===== src/rtl/hazard_unit_mc.sv =====
`default_nettype none
// ============================================================================
// hazard_unit_mc : pipeline stall/flush/forwarding control with multi-cycle
//                  EX op sequencer and stall performance counter
// Revision 1.0
// ============================================================================
module hazard_unit_mc #(
  parameter int REG_ADDR_W = 5,
  parameter int MC_LAT     = 4,
  parameter int CNT_W      = 16
) (
  input  logic                  CPU_CLK,
  input  logic                  CPU_RST_N,
  input  logic                  ICacheMiss,
  input  logic                  DCacheMiss,
  input  logic                  BranchE,
  input  logic                  JalrE,
  input  logic                  JalD,
  input  logic [REG_ADDR_W-1:0] Rs1D,
  input  logic [REG_ADDR_W-1:0] Rs2D,
  input  logic [REG_ADDR_W-1:0] Rs1E,
  input  logic [REG_ADDR_W-1:0] Rs2E,
  input  logic [REG_ADDR_W-1:0] RdE,
  input  logic [REG_ADDR_W-1:0] RdM,
  input  logic [REG_ADDR_W-1:0] RdW,
  input  logic [1:0]            RegReadE,
  input  logic [2:0]            MemToRegE,
  input  logic [2:0]            RegWriteM,
  input  logic [2:0]            RegWriteW,
  input  logic                  McStartE,
  input  logic                  PerfClr,
  output logic                  StallF,
  output logic                  FlushF,
  output logic                  StallD,
  output logic                  FlushD,
  output logic                  StallE,
  output logic                  FlushE,
  output logic                  StallM,
  output logic                  FlushM,
  output logic                  StallW,
  output logic                  FlushW,
  output logic [1:0]            Forward1E,
  output logic [1:0]            Forward2E,
  output logic                  McBusy,
  output logic [CNT_W-1:0]      PerfStallCnt
);

  localparam logic [3:0] C_MC_LOAD = 4'(MC_LAT - 2);

  typedef enum logic [1:0] {
    S_IDLE = 2'd0,
    S_BUSY = 2'd1,
    S_DONE = 2'd2
  } state_t;

  state_t           r_state, w_state_nxt;
  logic [3:0]       r_mc_cnt, w_mc_cnt_nxt;
  logic [CNT_W-1:0] r_perf_cnt;

  logic w_miss, w_mc_stall, w_branch, w_load_use;

  assign w_miss     = ICacheMiss | DCacheMiss;
  assign w_mc_stall = ((r_state == S_IDLE) && McStartE) || (r_state == S_BUSY);
  assign w_branch   = BranchE | JalrE;
  assign w_load_use = (MemToRegE != 3'd0) && (RdE != '0) &&
                      ((RdE == Rs1D) || (RdE == Rs2D));

  always_ff @(posedge CPU_CLK or negedge CPU_RST_N) begin
    if (!CPU_RST_N) begin
      r_state  <= S_IDLE;
      r_mc_cnt <= 4'd0;
    end else begin
      r_state  <= w_state_nxt;
      r_mc_cnt <= w_mc_cnt_nxt;
    end
  end

  // A miss freezes the sequencer in whatever state it is in.
  always_comb begin
    w_state_nxt  = r_state;
    w_mc_cnt_nxt = r_mc_cnt;
    if (!w_miss) begin
      case (r_state)
        S_IDLE: begin
          if (McStartE) begin
            w_state_nxt  = S_BUSY;
            w_mc_cnt_nxt = C_MC_LOAD;
          end
        end
        S_BUSY: begin
          if (r_mc_cnt == 4'd0) w_state_nxt = S_DONE;
          else                  w_mc_cnt_nxt = r_mc_cnt - 4'd1;
        end
        S_DONE:  w_state_nxt = S_IDLE;
        default: w_state_nxt = S_IDLE;
      endcase
    end
  end

  always_comb begin
    StallF = 1'b0; FlushF = 1'b0;
    StallD = 1'b0; FlushD = 1'b0;
    StallE = 1'b0; FlushE = 1'b0;
    StallM = 1'b0; FlushM = 1'b0;
    StallW = 1'b0; FlushW = 1'b0;
    if (!CPU_RST_N) begin
      FlushF = 1'b1; FlushD = 1'b1; FlushE = 1'b1; FlushM = 1'b1; FlushW = 1'b1;
    end else if (w_miss) begin
      StallF = 1'b1; StallD = 1'b1; StallE = 1'b1; StallM = 1'b1; StallW = 1'b1;
    end else if (w_mc_stall) begin
      // Hold F/D/E around the multi-cycle op and bubble MEM behind it.
      StallF = 1'b1; StallD = 1'b1; StallE = 1'b1; FlushM = 1'b1;
    end else if (w_branch) begin
      FlushD = 1'b1; FlushE = 1'b1;
    end else if (w_load_use) begin
      StallF = 1'b1; StallD = 1'b1; FlushE = 1'b1;
    end else if (JalD) begin
      FlushD = 1'b1;
    end
  end

  always_comb begin
    Forward1E = 2'b00;
    Forward2E = 2'b00;
    if (CPU_RST_N) begin
      if ((RegWriteM != 3'd0) && RegReadE[1] && (RdM == Rs1E) && (RdM != '0))
        Forward1E = 2'b10;
      else if ((RegWriteW != 3'd0) && RegReadE[1] && (RdW == Rs1E) && (RdW != '0))
        Forward1E = 2'b01;
      if ((RegWriteM != 3'd0) && RegReadE[0] && (RdM == Rs2E) && (RdM != '0))
        Forward2E = 2'b10;
      else if ((RegWriteW != 3'd0) && RegReadE[0] && (RdW == Rs2E) && (RdW != '0))
        Forward2E = 2'b01;
    end
  end

  always_ff @(posedge CPU_CLK or negedge CPU_RST_N) begin
    if (!CPU_RST_N) begin
      r_perf_cnt <= '0;
    end else if (PerfClr) begin
      r_perf_cnt <= '0;
    end else if (StallF && !w_miss && !(&r_perf_cnt)) begin
      r_perf_cnt <= r_perf_cnt + {{(CNT_W-1){1'b0}}, 1'b1};
    end
  end

  assign McBusy       = (r_state != S_IDLE);
  assign PerfStallCnt = r_perf_cnt;

endmodule
`default_nettype wire


===== config.mk =====
export PLATFORM = sky130hd
export DESIGN_NAME = hazard_unit_mc
export DESIGN_NICKNAME = d
export VERILOG_FILES = /design/src/rtl/hazard_unit_mc.sv
export SDC_FILE = /design/constraint.sdc
export NUM_CORES = 1
export LEC_CHECK = 0
export ABC_AREA = 0
export CAP_MARGIN = 20
export CORE_MARGIN = 2
export CORE_UTILIZATION = 35
export DETAILED_ROUTE_END_ITERATION = 8
export MAX_ROUTING_LAYER = met4
export PLACE_DENSITY = 0.8
export SKIP_LAST_GASP = 1
export SYNTH_ARGS = -nofsm -noshare
export SYNTH_HDL_FRONTEND = slang
export SYNTH_SLANG_ARGS = --single-unit

===== constraint.sdc =====
create_clock -name CPU_CLK -period 2.6 [get_ports CPU_CLK]
set_input_delay 0.52 -clock CPU_CLK [delete_from_list [all_inputs] [get_ports CPU_CLK]]
set_output_delay 0.52 -clock CPU_CLK [all_outputs]
set_load 0.005 [all_outputs]

==> results.md <==
Global routing:
- The first-pass GRT wire length is 8.72 mm.
- For this run the aggregate overflow at the end of global routing stands at 0.
- The maximum number of pins on one net before global-route repair is 16.
- The global-route total usage across every layer is 21.0%.
- The via count of the first global-routing pass is 1,996.
- The number of antenna violations at the first check in global routing is 0.

Clock tree:
- At the later pin of the worst-skew pair, clock insertion delay measures 280 ps.
- TritonCTS built the clock tree.
- The depth of the CTS H-tree is 1.
- The clock transition at the register clock pins on the worst setup and hold paths after CTS is 80 ps.
- The quantity of hold-fixing buffers added after cts is 0.
- The total number of clock tree sinks is 22.
- The maximum buffer depth of the clock tree is 2.
- The root buffer cell chosen for the clock tree is clkbuf_8.
- The clock buffer count from CTS is 3.

Power and ir drop:
- In this run the power spent charging and discharging nets is 354 uW.
- The combinational share of power is 35.3%.
- The clock network accounts for 28.2% of the total power.
- Net switching is 30.2% of the power.
- In this run the static leakage power is 1.26 nW.
- The sequential fraction of design power is 36.5%.
- Cell internal power was estimated by the tool at 820 uW.
- The total power is 1.17 mW.
- The worst vdd rail ir drop is 0.000235 V.
- Power spread over the standard cell area amounts to 397 nW/um2.

Critical path:
- For the worst setup path, the data required time is 2080 ps.
- The maximum net fanout on the critical path is 2.
- The kind of start point of the critical path is an input port.
- The worst setup path is of the input port to output pin kind.
- The internal reg-to-reg setup slack is 410 ps.
- The launch instance of the worst register-to-register path is PerfStallCnt[0].
- Data arrives at the worst endpoint at 2020 ps.
- The category of the worst setup path capture point is an output pin.
- Measured in cells, the most critical reg-to-reg path has a length of 8.
- The critical register-to-register path endpoint is PerfStallCnt[5].

Logic synthesis:
- By area the synthesized netlist is led by dfrtp_1 (32%), xor2_1 (9.2%), xnor2_1 (7.7%).
- The number of nets handed over by synthesis was 265.
- The flop and latch count out of synthesis is 22.
- The largest total area in the synthesized netlist belongs to dfrtp_1.
- The cell area that synthesis handed to floorplanning was 1710 um2.
- The synthesized netlist cell count is 207.
- The most frequently used flop master after synthesis is dfrtp_1.
- The share of Yosys cell area claimed by the top area cell type is 32.2%.
- The number of warnings reported in the yosys synthesis log is 0.
- For this run, asynchronously set or reset flops after synthesis account for 100%.
- Synthesis instantiated 40 different standard cells from the library.
- Counting flops with a built-in enable in the synthesized netlist gives 0.
- The share of the Yosys chip area taken by registers is 32.2%.
- The mean area per synthesized cell is 8.27 um2.

Min path:
- The number of cells on the worst hold path is 1.
- The worst-case hold path end point is r_mc_cnt[0].
- In this run the most critical hold path is launched from r_mc_cnt[0].
- The worst hold path class is register to register.

Placed design:
- The count of buffers added on input and output ports is 85.
- The area after detailed placement is 2790 um2.
- The sum of net half-perimeters after detailed placement is 4.27 mm.
- Routability-driven placement finished with a final weighted congestion of 0.819.

Layout:
- Relative to the synthesized area, the layout overhead comes to 72.7%.
- Leaving out fill and tap cells, the most frequent cells in the layout are clkdlybuf4s50_1 (59), buf_4 (32), dfrtp_1 (22), xor2_1 (18).
- Leaving out fill and tap cells, the most frequent cell in the layout is clkdlybuf4s50_1.
- The count of nets after finishing is 379.
- The antenna cell count is 0.
- Cells with a size suffix above 1 make up 17.8% of the layout.
- The filler cell count is 403.
- The cell area after layout is 2960 um2.

Detailed routing:
- The via count is 1,987.
- The routed design has 5.56 mm of wire.
- Before antenna repair, the detailed router went through 4 iterations.
- In this run the top signal layer used is met4.
- The vias per cell is 5.13.
- The sum of met2 wire segment lengths after detailed routing is 2.72 mm.
- The remaining antenna violation count is 0.
- After detailed routing, the met3 layer carries 519 um of wire.
- The first routing iteration left 110 violations.
- The detailed router put a total of 2.17 mm of wire on met1.
- The mean routed wirelength per cell is 14.4 um.
- In the routed design, unresolved DRC markers number 0.

Timing:
- The transition time at the pin with the least slew margin is 570 ps.
- Clock skew on the completed layout was measured at 10.9 ps.
- The number of hold violations in the final report came to 0.
- The fmax is 394 MHz.
- The clock period minus final worst setup slack is 2540 ps.
- The count of final max-slew check failures is 0.
- Setup violations remaining at the end of the flow were counted as 0.
- Headroom to the max-slew limit came out at 61.5%.
- The final critical-path share of the clock period is 97.6%.

Die:
- The die is 73.9 um wide.
- The placeable core area is 4720 um2.
- Pin placement for this block handled 86 I/O pins.
- The die area is 5470 um2.
- The floorplan has 25 rows.
- The die is 73.9 um tall.
- For this configuration, the core starts out at a cell density of 36.2%.

Status:
- The flow ran to the end, and the final reports show no timing, DRC or antenna violations.

Job:
- The count of maximum capacitance violations is 0.
[cells in the mapped netlist, drive strengths merged (9+ instances only)]
cell type / number
inv: 9
nor2: 17
xnor2: 15
dfrtp: 22
xor2: 18
a21oi: 15
or3: 13
nand3: 13
nand2: 17
o21ai: 15
nor3: 10
[power groups by stage]
stage	clock, mW	combinational [mW]	sequential, mW
after global placement	0	0.392	0.429
final	0.331	0.414	0.429
after global routing	0.346	0.467	0.434
after floorplan	0	0.198	0.421
after detailed placement	0	0.406	0.432
after CTS	0.329	0.405	0.427
[repair_timing]
action,in CTS,in global routing
setup buffers,3,2
hold endpoints to repair,0,0
gates resized for setup,34,22
pin swaps,9,14
setup endpoints to repair,10,9
[cell families after synthesis]
family	Yosys count	synth area share (%)
AND/OR/NAND/NOR	89	27.6
AO/OA/AOI/OAI	41	14.5
XOR/XNOR	33	16.9
flip-flops	22	32.2
buffers and inverters	17	5.26
adder cells (fa/ha/maj)	3	2.19
multiplexers	2	1.46
[layout make-up]
cell class	instances	area, um2	share of cell area [%]
clock buffers	3	41.3	1.40
clock inverters	1	30.0	1.02
inverters	9	33.8	1.14
multi-input cells	168	1140	38.4
flip-flops and latches	22	551	18.6
well taps	67	83.8	2.84
repair buffers	117	1080	36.5
[worst max path at each step]
stage                           from         endpoint  slack (ps)  cells past startpoint
after floorplan               RdE[1]  PerfStallCnt[1]         490                      8
after global placement        RdM[2]     Forward2E[0]        -410                      6
after detailed placement      RdM[2]     Forward2E[0]        -470                      6
after CTS                 DCacheMiss           StallE         -40                      5
after global routing          RdM[4]     Forward2E[0]         -10                      8
final                        Rs2E[4]     Forward2E[0]          60                      8
[per-layer routing]
metal	vias to the layer above	GRT usage, %
met4	0	7.47
met1	911	24.1
met3	13	3.39
met2	99	37.0
met5	-	-
li1	964	-
[stage by stage]
stage          setup TNS [ps]  hold slack, ps  setup slack [ps]  utilization, %  instances
2_1_floorplan               0             224               488               -        207
3_3_place_gp            -3310             484              -409            59.1        378
3_5_place_dp            -3520             487              -474            59.1        378
4_1_cts                 -94.3             502             -43.5            61.1        385
5_1_grt                 -19.0             541             -12.9            62.6        387
6_report                    0             507              63.5            62.6        387
[state kept, by name (all words and copies together), names as in the netlist]
signal / flops
PerfStallCnt: 16
r_state: 2
r_mc_cnt: 4
[critical path, stage by stage]
cell and delay, ps:
clkdlybuf4s50_1 470, xor2_1 170, nor4_2 230, nand3_1 160, buf_4 160, nor2_1 80, nor3_1 60, buf_2 160
Note: power is estimated with default switching activity, not from simulation.
